### src/rtl/upsample2x_stream.sv
// Streaming 2x nearest-neighbour upsampler: every input pixel becomes a 2x2 output block.
// Each row is sent once from the input and then replayed once from an internal line buffer.
//
// state | meaning
// ROW_A | first output copy of the row; pixels come from the input and are stored in linebuf
// ROW_B | second output copy of the row; pixels are replayed from linebuf and no input is taken
module upsample2x_stream #(
    parameter int IN_W = 14,
    parameter int IN_H = 14,
    parameter int DW   = 16
) (
    input  logic          clk,
    input  logic          rst,
    input  logic          s_valid,
    output logic          s_ready,
    input  logic [DW-1:0] s_data,
    output logic          m_valid,
    input  logic          m_ready,
    output logic [DW-1:0] m_data,
    output logic          m_last
);

    localparam int CW = (IN_W > 1) ? $clog2(IN_W) : 1;
    localparam int RW = (IN_H > 1) ? $clog2(IN_H) : 1;
    localparam logic [CW-1:0] COL_LAST = CW'(IN_W - 1);
    localparam logic [RW-1:0] ROW_LAST = RW'(IN_H - 1);

    typedef enum logic {
        ROW_A = 1'b0,
        ROW_B = 1'b1
    } phase_t;

    phase_t        phase_q, phase_d;
    logic [CW-1:0] col_q, col_d;
    logic [RW-1:0] row_q, row_d;
    logic          dup_q, dup_d;
    logic          m_valid_q, m_valid_d;
    logic [DW-1:0] m_data_q, m_data_d;

    logic [DW-1:0] linebuf [IN_W];

    logic          in_hs;
    logic          out_hs;
    logic          col_last;
    logic [CW-1:0] col_inc;
    logic          wr_en;
    logic [CW-1:0] wr_col;

    assign col_last = (col_q == COL_LAST);
    assign col_inc  = col_q + 1'b1;

    // The last column of ROW_A hands over to the replay, so the next input must wait
    // until the final copy of ROW_B; taking it earlier would clobber linebuf mid-replay.
    assign s_ready = !rst && (!m_valid_q ||
                     (m_ready && dup_q &&
                      ((phase_q == ROW_A && !col_last) || (phase_q == ROW_B && col_last))));

    assign in_hs  = s_valid && s_ready;
    assign out_hs = m_valid_q && m_ready;

    always_comb begin
        phase_d   = phase_q;
        col_d     = col_q;
        row_d     = row_q;
        dup_d     = dup_q;
        m_valid_d = m_valid_q;
        m_data_d  = m_data_q;
        wr_en     = 1'b0;
        wr_col    = col_q;

        if (out_hs) begin
            if (!dup_q) begin
                dup_d = 1'b1;
            end else if (phase_q == ROW_A) begin
                dup_d = 1'b0;
                if (!col_last) begin
                    col_d     = col_inc;
                    m_valid_d = 1'b0;
                end else begin
                    phase_d  = ROW_B;
                    col_d    = '0;
                    m_data_d = linebuf[0];
                end
            end else begin
                dup_d = 1'b0;
                if (!col_last) begin
                    col_d    = col_inc;
                    m_data_d = linebuf[col_inc];
                end else begin
                    phase_d   = ROW_A;
                    col_d     = '0;
                    m_valid_d = 1'b0;
                    row_d     = (row_q == ROW_LAST) ? '0 : row_q + 1'b1;
                end
            end
        end

        // An accepted pixel always belongs to the column the state is moving to.
        if (in_hs) begin
            m_data_d  = s_data;
            m_valid_d = 1'b1;
            dup_d     = 1'b0;
            wr_en     = 1'b1;
            wr_col    = col_d;
        end
    end

    always_ff @(posedge clk) begin
        if (rst) begin
            phase_q   <= ROW_A;
            col_q     <= '0;
            row_q     <= '0;
            dup_q     <= 1'b0;
            m_valid_q <= 1'b0;
            m_data_q  <= '0;
        end else begin
            phase_q   <= phase_d;
            col_q     <= col_d;
            row_q     <= row_d;
            dup_q     <= dup_d;
            m_valid_q <= m_valid_d;
            m_data_q  <= m_data_d;
        end
    end

    always_ff @(posedge clk) begin
        if (wr_en) begin
            linebuf[wr_col] <= s_data;
        end
    end

    assign m_valid = m_valid_q;
    assign m_data  = m_data_q;
    assign m_last  = m_valid_q && (phase_q == ROW_B) && (row_q == ROW_LAST) &&
                     col_last && dup_q;

endmodule

### config.mk
export PLATFORM = sky130hd
export DESIGN_NAME = upsample2x_stream
export DESIGN_NICKNAME = d
export VERILOG_FILES = /design/src/rtl/upsample2x_stream.sv
export SDC_FILE = /design/constraint.sdc
export NUM_CORES = 1
export LEC_CHECK = 0
export CORE_AREA = 5 5 143 145
export DETAILED_ROUTE_END_ITERATION = 8
export DIE_AREA = 0 0 148 150
export PLACE_DENSITY = 0.75
export SLEW_MARGIN = 10
export SYNTH_ARGS = -nofsm -noshare
export SYNTH_HDL_FRONTEND = slang
export SYNTH_SLANG_ARGS = --single-unit
export TNS_END_PERCENT = 1
### constraint.sdc
create_clock -name clk -period 3.45 [get_ports clk]
set_input_delay 0.69 -clock clk [delete_from_list [all_inputs] [get_ports clk]]
set_output_delay 0.69 -clock clk [all_outputs]
set_load 0.02 [all_outputs]
* Word level (Yosys, flattened, before mapping)
Memories as Yosys holds them, arrays and structs flattened. Index checks and enable logic that the tools add are counted.
Operators by class: $add $sub $neg 2, multipliers 0, div/mod/pow operators 0, $lt $le $gt $ge 0, eq/ne operators 5, shifts and indexed selects 0, multiplexer cells 24, bitwise gates (word level) 1, reductions and logical operators 24
Operator list (number):
- $mux W16 | 6
- $mux W4 | 5
- $mux W1 | 13
- $reduce_and A4 Y1 | 3
- $logic_and A1 B1 Y1 | 11
- $add A4 B1 Y4 const B | 2
- $eq A4 B4 Y1 const B | 2
- $ne A3 B3 Y1 const B | 2
- $reduce_bool A2 Y1 | 2
- $logic_not A1 Y1 | 3
- $ne A3 B1 Y1 const B | 1
- $reduce_bool A3 Y1 | 1
- $logic_or A1 B1 Y1 | 2
- $reduce_and A2 Y1 | 1
- $reduce_or A2 Y1 | 1
- $not A1 Y1 | 1
Word-level totals: register bits 27, latch bits 0, RAM bits 224, bits in read-only memories 0, input bits 20, output and inout port bits 19, word-level logic and storage cells 63, memories kept 1
Memories:
- linebuf | words 14, width 16, rd ports 2, clocked after Yosys merged registers in 0, wr ports 1, line 40 | logic [DW-1:0] linebuf [IN_W];

* Depth between registers and ports, before layout
Gate-level depths: netlist of run 1.
word-level depth 11, depth in mapped cells 9, depth with buffers taken out 7

* Worst setup path before layout of run 1
No wires, ideal clock.
path type reg2reg, start point register col_q[1], end point memory linebuf[11][0] (enable), library setup time 409 ps, arrival time 2969 ps, data required time 3041 ps, path slack 72 ps, cell stages (with the launch flop) 10, buffers on the path 2, period minus slack after synthesis 3378 ps, cell sequence dfxtp_1 > inv_1 > ha_1 > and4b_1 > buf_2 > or3_4 > o21ai_2 > buf_6 > nand3_1 > nor3_1
On the way: word-level cells in the longest chain between the ends 11, elaborated cells between the ends (all ways) 17, those cells by class add/sub (1); eq/ne (1); mux (7); reduce/logical (8)
Ends and longest elaborated chain:
- from (decl) | line 34 | logic [CW-1:0] col_q, col_d;
- from (signal assigned) | line 118 | col_q <= col_d;
- $eq A4 B4 Y1 | line 49 | assign col_last = (col_q == COL_LAST);
- $logic_not A1 Y1
- $logic_and A1 B1 Y1 | line 56 | ((phase_q == ROW_A && !col_last) || (phase_q == ROW_B && col_last))));
- $logic_or A1 B1 Y1 | line 56
- $logic_and A1 B1 Y1 | line 55 | (m_ready && dup_q &&
- $logic_or A1 B1 Y1 | line 54 | assign s_ready = !rst && (!m_valid_q ||
- $logic_and A1 B1 Y1 | line 54
- $logic_and A1 B1 Y1 | line 58 | assign in_hs = s_valid && s_ready;
- $mux W1 | line 99 | if (in_hs) begin
- $mux W1 | line 127 | if (wr_en) begin
- $mux W1 (implied by the code) | line 128 | linebuf[wr_col] <= s_data;
- to (decl) | line 40
Several ways; a longest one is shown, not always the timed one.

* Worst setup path after layout of run 1
start point register col_q[1], end point output port s_ready
On the way: word-level cells in the longest chain between the ends 7, elaborated cells between the ends (all ways) 8, those cells by class eq/ne (1); reduce/logical (7)
Ends and longest elaborated chain:
- $eq A4 B4 Y1 (*) | line 49
- $logic_not A1 Y1
- $logic_and A1 B1 Y1 | line 56
- $logic_or A1 B1 Y1 (*) | line 56
- $logic_and A1 B1 Y1 (*) | line 55
- $logic_or A1 B1 Y1 (*) | line 54
- $logic_and A1 B1 Y1 (*) | line 54
- to (decl) | line 15 | output logic s_ready,
Every way passes the cells marked *; elsewhere a longest branch is shown, timed or not.

==> results of run 1 <==
[timing repair]
action,in CTS,in global routing
hold buffers,0,0
endpoints found under the setup margin,0,1
resized for setup,0,1
[layer usage]
layer / routed length [um] / track usage (%) / up-vias
li1: - / - / 2473
met1: 9310 / 28.6 / 2908
met2: 11300 / 34.9 / 229
met3: 1470 / 3.76 / 50
met4: 712 / 6.47 / 0
met5: 0 / 0 / -
[worst max-delay path by stage]
| stage | startpoint | end | slack [ns] | cells after the start |
|---|---|---|---|---|
| final | col_q[1] | s_ready | 0.19 | 7 |
| after global routing | col_q[1] | s_ready | 0.03 | 7 |
| after CTS | col_q[3] | s_ready | 0.15 | 5 |
| after detailed placement | s_valid | linebuf[1][13] | 0.19 | 8 |
| after global placement | m_ready | linebuf[1][14] | 0.28 | 8 |
| after floorplan | col_q[1] | linebuf[11][0] | 0.07 | 9 |
[worst reg2reg max path: stages (launching register included)]
cell and delay, ns:
dfxtp_4 0.36, buf_12 0.40, ha_1 0.43, xor2_4 0.15
buf_4 0.54, mux2i_1 0.34, mux2i_1 0.14, a221oi_2 0.33
nor3_1 0.08
[cell usage in the layout, fill, tap and decap left out, types with 8 or more instances in the layout]
master,Yosys,routed
dfxtp_1,27,25
nor2_1,35,33
clkbuf_16,0,27
edfxtp_1,224,224
clkinv_2,0,8
mux4_2,48,48
o21ai_0,21,21
mux2_2,16,16
nor3_1,19,17
clkdlybuf4s50_1,0,38
buf_4,4,34
a21oi_1,23,23
nand2_1,8,8
mux2i_1,49,49
a221oi_2,10,10
[synth_stat cells (6+ instances only)]
cell      instances  area share (%)
a21oi_1          23             1.1
a221oi_1          6            0.51
a221oi_2         10             1.5
buf_2            12            0.58
clkbuf_1         17            0.62
dfxtp_1          27             5.2
edfxtp_1        224              65
mux2_2           16             1.7
mux2i_1          49             4.8
mux4_2           48              10
nand2_1           8            0.29
nor2_1           35             1.3
nor3_1           19            0.92
o21ai_0          21             1.0
[cells by family after synthesis]
group | after synthesis | synth area share (%)
flip-flops | 251 | 70.4
multiplexers | 113 | 17.0
AND/OR/NAND/NOR | 90 | 4.38
AO/OA/AOI/OAI | 77 | 5.55
buffers and inverters | 39 | 1.85
XOR/XNOR | 5 | 0.606
adder cells (fa/ha/maj) | 2 | 0.242
[through the flow]
| stage | instances | cell area (um^2) |
|---|---|---|
| after floorplan | 577 | 10300 |
| after global placement | 853 | 11200 |
| after detailed placement | 853 | 11200 |
| after CTS | 901 | 12100 |
| after global routing | 901 | 12100 |
| final | 901 | 12100 |
[final cells by class]
class                           count  area [um^2]  area share [%]
Sequential cell                   251         7270            60.3
Clock buffer                       33          738            6.12
Clock inverter                     15          163            1.35
Inverter                            3         11.3          0.0934
Tap cell                          238          298            2.47
Multi-Input combinational cell    287         2900            24.1
Timing Repair Buffer               74          676            5.60
[sequential cells by signal (all words and copies together) (netlist names)]
name and flops:
col_q 4, dup_q 1, row_q 4, phase_q 1
m_data 16, m_valid 1, linebuf 224
[power by group]
part | internal, uW | switching, uW | total (uW)
Combinational | 89.2 | 147 | 236
Clock | 1740 | 1130 | 2880
Sequential | 3330 | 12.8 | 3340
Total | 5160 | 1290 | 6450
==> results.cfg, run 1 <==
[clock_network]
htree_num_levels = 1
root_buffer = clkbuf_16
cts_tree = yes
clock_latency_ns = 0.52
numCtsBuffers = 26
clock_sinks = 251
postCtsSetupRepairBufs = 0
cts_buffer_depth = 3
path_clk_slew_ns = 0.06

[worst_setup_path]
r2r_end = m_data[0]
path_cells = inv_1 -> ha_2 -> nand3_1 -> xnor2_1 -> o21a_1 -> nor2_1 -> clkdlybuf4s50_1
r2r-start = col_q[0]
crit_type = reg2out
reg2reg_depth = 8
cpPeakStageDelay_ns = 0.61
critPathArrivalTime_ns = 2.57
regToRegSetupSlack_ns = 0.55
endpoint_kind = output port
crit_family = buffers and inverters
critPathMaxFanout = 8
path_buf_inv = 2
required_ns = 2.76
cp-start-kind = flop
critical-path-slowest-cell = clkdlybuf4s50_1

[global_routing]
grt_overflow_total = 0
grt_usage_pct = 21.0
grt_pass1_vias = 5918
grt_pass1_wl_um = 35200
antenna_found_initial = 0
grt_max_degree = 77

[die]
initial_core_util_pct = 54.1
dieHeight_um = 150
die_area_um2 = 22200
die_x_um = 148
core_area_um2 = 19100
num_io_pins = 39
row_count = 51

[route]
drtPass1Iterations = 6
drt_iter0_drc = 648
drt_wl_total_um = 22800
wire_per_inst_um = 25.3
drc = 0
vias = 5660
ant_nets = 0
avgViaCountPerCell = 6.28

[synthesis]
synth_edf_count = 224
ys_ff_latch = 251
ys_seq_area_share_pct = 70.4
synth.distinct_cells = 50
syn-cell-area_um2 = 10300
syn_nets = 599
ys_warn_count = 0
synthFlopType = edfxtp_1
postSynthCellCount = 577
async_flop_share_pct = 0
avgSynthCellArea_um2 = 17.9

[pwr]
power.total_uw = 6450
p_leak_uw = 0.00384
peakVddDrop_mv = 0.330
cellPowerDensity_nw_per_um2 = 535

[min_path]
whs_endpoint = m_data[15]
min_from = m_data[15]
hold_path.class = reg2reg
hold_depth = 2

[timing]
worst_pin_slew_ns = 0.659
rsz0062_at_grt = no
skew_ns = 0.00903
slew_headroom_pct = 55.9
setup_ws_ns = 0.188
final.setup.tns_ns = 0
min_period_ns = 3.26
finalCritPeriodShare_pct = 94.5
finalSetupViolCount = 0
hold_violations = 0
drv_slew = 0
whs_ns = 0.497
max_freq_mhz = 307

[cells_and_area]
final_core_util_pct = 63.2
num-fill-cells = 1273
diodes = 0
drive_above_1_share_pct = 26.1
area_delta_synth_final_pct = 16.8
nets = 665

[placed_design]
hpwl_um = 14000
place_congestion = 0.856
io_buffers = 38
dp_slack_ns = 0.191

[outcome]
status = finished, final reports clean

[flow_run]
cap_viol_max_count = 0
Note: power is estimated with default switching activity, not from simulation.
==> inputs of run 2 (changes only) <==
Settings changed: CORE_AREA 5 5 143 145 to 5 5 167 169, DIE_AREA 0 0 148 150 to 0 0 172 174, PLACE_DENSITY 0.75 to default.
Clock period 3.45 ns to 3.2 ns, I/O delays scaled along.
==> results.cfg, run 2 (same netlist as run 1, synthesis figures left out) <==
[placed_design]
dp.cells = 965
io_buffers = 38
place_congestion = 0.832
hpwl_um = 15500
dp_slack_ns = 0.141

[clock_network]
clock_sinks = 251
htree_num_levels = 1
postCtsSetupRepairBufs = 0
numCtsBuffers = 27
cts_tree = yes
ctsHoldBuffers = 0
cts_buffer_depth = 3
clock_latency_ns = 0.52
path_clk_slew_ns = 0.06
root_buffer = clkbuf_16

[die]
row_count = 60
num_io_pins = 39
die_area_um2 = 29900
initial_core_util_pct = 39.1
die_x_um = 172
dieHeight_um = 174
core_area_um2 = 26400

[route]
drtPass1Iterations = 4
wire_per_inst_um = 23.6
drt_iter0_drc = 391
met3_length_um = 1310
drt_wl_total_um = 23900
wl_met1_um = 10700
avgViaCountPerCell = 5.56
vias = 5623
ant_nets = 0
dr_wl_met2_um = 11400
maxUsedRoutingLayer = met4
drc = 0

[cells_and_area]
regMostFlops = linebuf
diodes = 0
seqCellArea_um2 = 7270
area_delta_synth_final_pct = 19.0
stdcell_count = 1012
num-fill-cells = 2226
mostFrequentLayoutCell = edfxtp_1
nets = 675
largest_reg_flops = 224
multi_input_area_um2 = 2910
final_core_util_pct = 46.5
drive_above_1_share_pct = 26.4
final_cell_mix = edfxtp_1, mux2i_1, mux4_2, clkdlybuf4s50_1, buf_4

[worst_setup_path]
crit_type = reg2out
r2r_end = linebuf[9][12]
endpoint_kind = output port
cp-start-kind = flop
critPathMaxFanout = 13
timing.critical_path.to = m_last
crit_path_start = col_q[0]
required_ns = 2.56
reg2reg_depth = 7
critPathArrivalTime_ns = 2.40
r2r-start = col_q[1]
regToRegSetupSlack_ns = 0.44

[pwr]
peakVddDrop_mv = 0.434
switchingPower_uw = 1400
p_int_uw = 5380
power_frac_seq_pct = 53.1
p_leak_uw = 0.00388
cellPowerDensity_nw_per_um2 = 552
p_clk_share_pct = 43.0
power.total_uw = 6780
switching_share_pct = 20.6
combinationalPowerShare_pct = 3.9

[global_routing]
grt_pass1_wl_um = 36500
grt_max_degree = 66
grt_pass1_vias = 5846
grt_usage_pct = 16.2
grt_overflow_total = 0
antenna_found_initial = 0

[min_path]
hold_path.class = reg2reg

[timing]
drv_slew = 0
finalCritPeriodShare_pct = 94.9
max_freq_mhz = 329
slew_headroom_pct = 53.6
finalSetupViolCount = 0
rsz0062_at_grt = no
skew_ns = 0.0115
min_period_ns = 3.04
hold_violations = 0
setup_ws_ns = 0.164
worst_pin_slew_ns = 0.694

[flow_run]
cap_viol_max_count = 0

[outcome]
status = finished, final reports clean
==> run 2: final cells by class <==
| cell class | instances | area share [%] |
|---|---|---|
| inverter | 3 | 0.0917 |
| clock buffer | 29 | 5.56 |
| multi-input combinational | 287 | 23.7 |
| timing repair buffer | 83 | 6.79 |
| clock inverter | 18 | 1.16 |
| sequential | 251 | 59.2 |
| tap | 341 | 3.47 |
==> run 2: worst min path at each step <==
stage,startpoint,end,slack [ns],cells past startpoint
after floorplan,row_q[0],row_q[0],0.46,2
after global routing,m_data[2],m_data[2],0.52,2
after global placement,row_q[0],row_q[0],0.48,2
after CTS,m_data[9],m_data[9],0.50,2
final,m_data[9],m_data[9],0.50,2
after detailed placement,m_data[9],m_data[9],0.49,2
==> run 2: layer usage <==
layer | GRT usage (%) | vias to the layer above
li1 | - | 2493
met1 | 24.0 | 2925
met2 | 25.0 | 170
met3 | 2.55 | 35
met4 | 4.13 | 0
met5 | 0 | -
==> run 2: power groups by stage <==
stage	logic, uW	registers [uW]	clock network [uW]
after floorplan	103	3680	0
after global placement	260	3670	0
after detailed placement	265	3670	0
after CTS	267	3600	2980
after global routing	284	3600	3150
final	263	3600	2910
==> run 2: per-stage QoR <==
stage / hold WS [ns] / area, um^2 / TNS [ns]
floorplan: 0.462 / 10300 / -1.04
global placement: 0.479 / 11400 / 0
detailed placement: 0.492 / 11400 / 0
CTS: 0.502 / 12300 / 0
global route: 0.520 / 12300 / 0
finish: 0.499 / 12300 / 0
==> run 2: repair_timing <==
item,CTS,global route
gates resized for setup,1,1
setup endpoints to repair,1,1
pin swaps,0,0
==> run 2: worst max-delay path, cell delays in order, from the launching register on <==
cell and delay (ns):
dfxtp_4 0.47, ha_2 0.28, nand4_1 0.15, nor4b_1 0.33, clkdlybuf4s50_1 0.66
==> inputs of run 3 (changes only) <==
Settings changed: CTS_BUF_LIST from default to sky130_fd_sc_hd__clkbuf_4 sky130_fd_sc_hd__clkbuf_8.
==> results.cfg, run 3 (same netlist as run 1, synthesis figures left out) <==
[outcome]
status = finished, final reports clean

[timing]
finalCritPeriodShare_pct = 86.8
rsz0062_at_grt = no
max_freq_mhz = 360
worst_pin_slew_ns = 0.719
skew_ns = 0.0182
drv_slew = 0
finalSetupViolCount = 0
min_period_ns = 2.78
hold_violations = 0
slew_headroom_pct = 51.9

[route]
drt_iter0_drc = 326
drc = 0
vias = 5673
avgViaCountPerCell = 5.44
wire_per_inst_um = 23.1
drt_wl_total_um = 24100
drtPass1Iterations = 4
ant_nets = 0

[min_path]
min_from = m_data[10]
hold_path.class = reg2reg

[cells_and_area]
num-fill-cells = 2267
stdcell_area_um2 = 12400
largest_reg_flops = 224
area_delta_synth_final_pct = 19.7
regMostFlops = linebuf
diodes = 0
mostFrequentLayoutCell = edfxtp_1
final_core_util_pct = 46.8
nets = 691
drive_above_1_share_pct = 30.1
final_cell_mix = edfxtp_1, mux2i_1, mux4_2, clkbuf_8

[die]
dieHeight_um = 174
die_area_um2 = 29900
row_count = 60
core_area_um2 = 26400
die_x_um = 172
initial_core_util_pct = 39.1
num_io_pins = 39

[clock_network]
htree_num_levels = 2
cts_buffer_depth = 3
numCtsBuffers = 43
ctsHoldBuffers = 0
clock_latency_ns = 0.54
postCtsSetupRepairBufs = 0
root_buffer = clkbuf_8
clock_sinks = 251
path_clk_slew_ns = 0.06
cts_tree = yes

[worst_setup_path]
critical-path-slowest-cell = dfxtp_4
endpoint_kind = output port
path_cells = ha_2 -> nand3_2 -> xnor2_1 -> o21a_1 -> nor2_1 -> dlymetal6s2s_1
cpPeakStageDelay_ns = 0.47
crit_type = reg2out
required_ns = 2.56
r2r-start = col_q[1]
cp-start-kind = flop
critPathMaxFanout = 13
critPathArrivalTime_ns = 2.14
crit_path_start = col_q[0]

[pwr]
peakVddDrop_mv = 0.357
power.total_uw = 6850
p_leak_uw = 0.00397
cellPowerDensity_nw_per_um2 = 554

[placed_design]
dpl_cell_area_um2 = 11400
hpwl_um = 15500
io_buffers = 38
place_congestion = 0.832

[flow_run]
cap_viol_max_count = 0

[global_routing]
grt_overflow_total = 0
grt_pass1_vias = 6016
grt_usage_pct = 16.2
antenna_found_initial = 0
grt_max_degree = 66
grt_pass1_wl_um = 36500
[run 3: changes by cell type in the layout (fill, tap and decap cells not counted)]
cell and delta:
dlymetal6s2s_1 +1, clkdlybuf4s50_1 -1, clkinv_2 +3, clkbuf_4 +11, clkbuf_8 +46, bufinv_16 +1, clkbuf_1 -2, clkinv_1 -1
clkbuf_16 -27
[run 3: layer usage]
layer,share of wire (%),GRT usage (%)
met1,44,23.3
met2,48,25.3
met5,0,0
met4,2.2,4.49
met3,6.0,3.16
[run 3: area by class of cell]
| type | instances | area (um^2) | area share (%) |
|---|---|---|---|
| well taps | 341 | 427 | 3.45 |
| clock inverters | 21 | 184 | 1.49 |
| flip-flops and latches | 251 | 7270 | 58.8 |
| clock buffers | 57 | 716 | 5.79 |
| multi-input cells | 287 | 2910 | 23.6 |
| inverters | 3 | 11.3 | 0.0911 |
| repair buffers | 83 | 836 | 6.76 |
[run 3: what timing repair did]
action	in CTS	in global routing
gates cloned	0	0
resized for setup	1	2
setup endpoints to repair	1	2
[run 3: metrics by stage]
step / setup TNS [ns] / hold WS [ns] / worst slack [ns] / instances
floorplan: -1.04 / 0.462 / -0.0651 / 577
global placement: 0 / 0.479 / 0.164 / 965
detailed placement: 0 / 0.492 / 0.141 / 965
CTS: 0 / 0.502 / 0.0131 / 1043
global route: 0 / 0.521 / 0.263 / 1043
finish: 0 / 0.499 / 0.422 / 1043
[run 3: report_power, final]
| group | leakage, uW | switching [uW] | total, uW | internal, uW |
|---|---|---|---|---|
| Combinational | 0.00125 | 163 | 263 | 100 |
| Sequential | 0.00224 | 13.3 | 3600 | 3590 |
| Clock | 0.000479 | 1270 | 2980 | 1710 |
| Total | 0.00397 | 1450 | 6850 | 5400 |
[run 3: worst paths after layout]
path                                       to  slack, ns  cells after the start
worst min register to register     m_data[10]       0.50                      2
worst max register to register  linebuf[9][4]       0.47                      7
worst max-delay path                  s_ready       0.42                      6
worst min-delay path               m_data[10]       0.50                      2
[run 3: critical path: cells and delay by family, from the launching register on]
kind	cells	cell delay [ns]
flip-flops	1	0.47
AND/OR/NAND/NOR	2	0.24
buffers and inverters	1	0.23
XOR/XNOR	1	0.21
AO/OA/AOI/OAI	1	0.20
adder cells (fa/ha/maj)	1	0.27
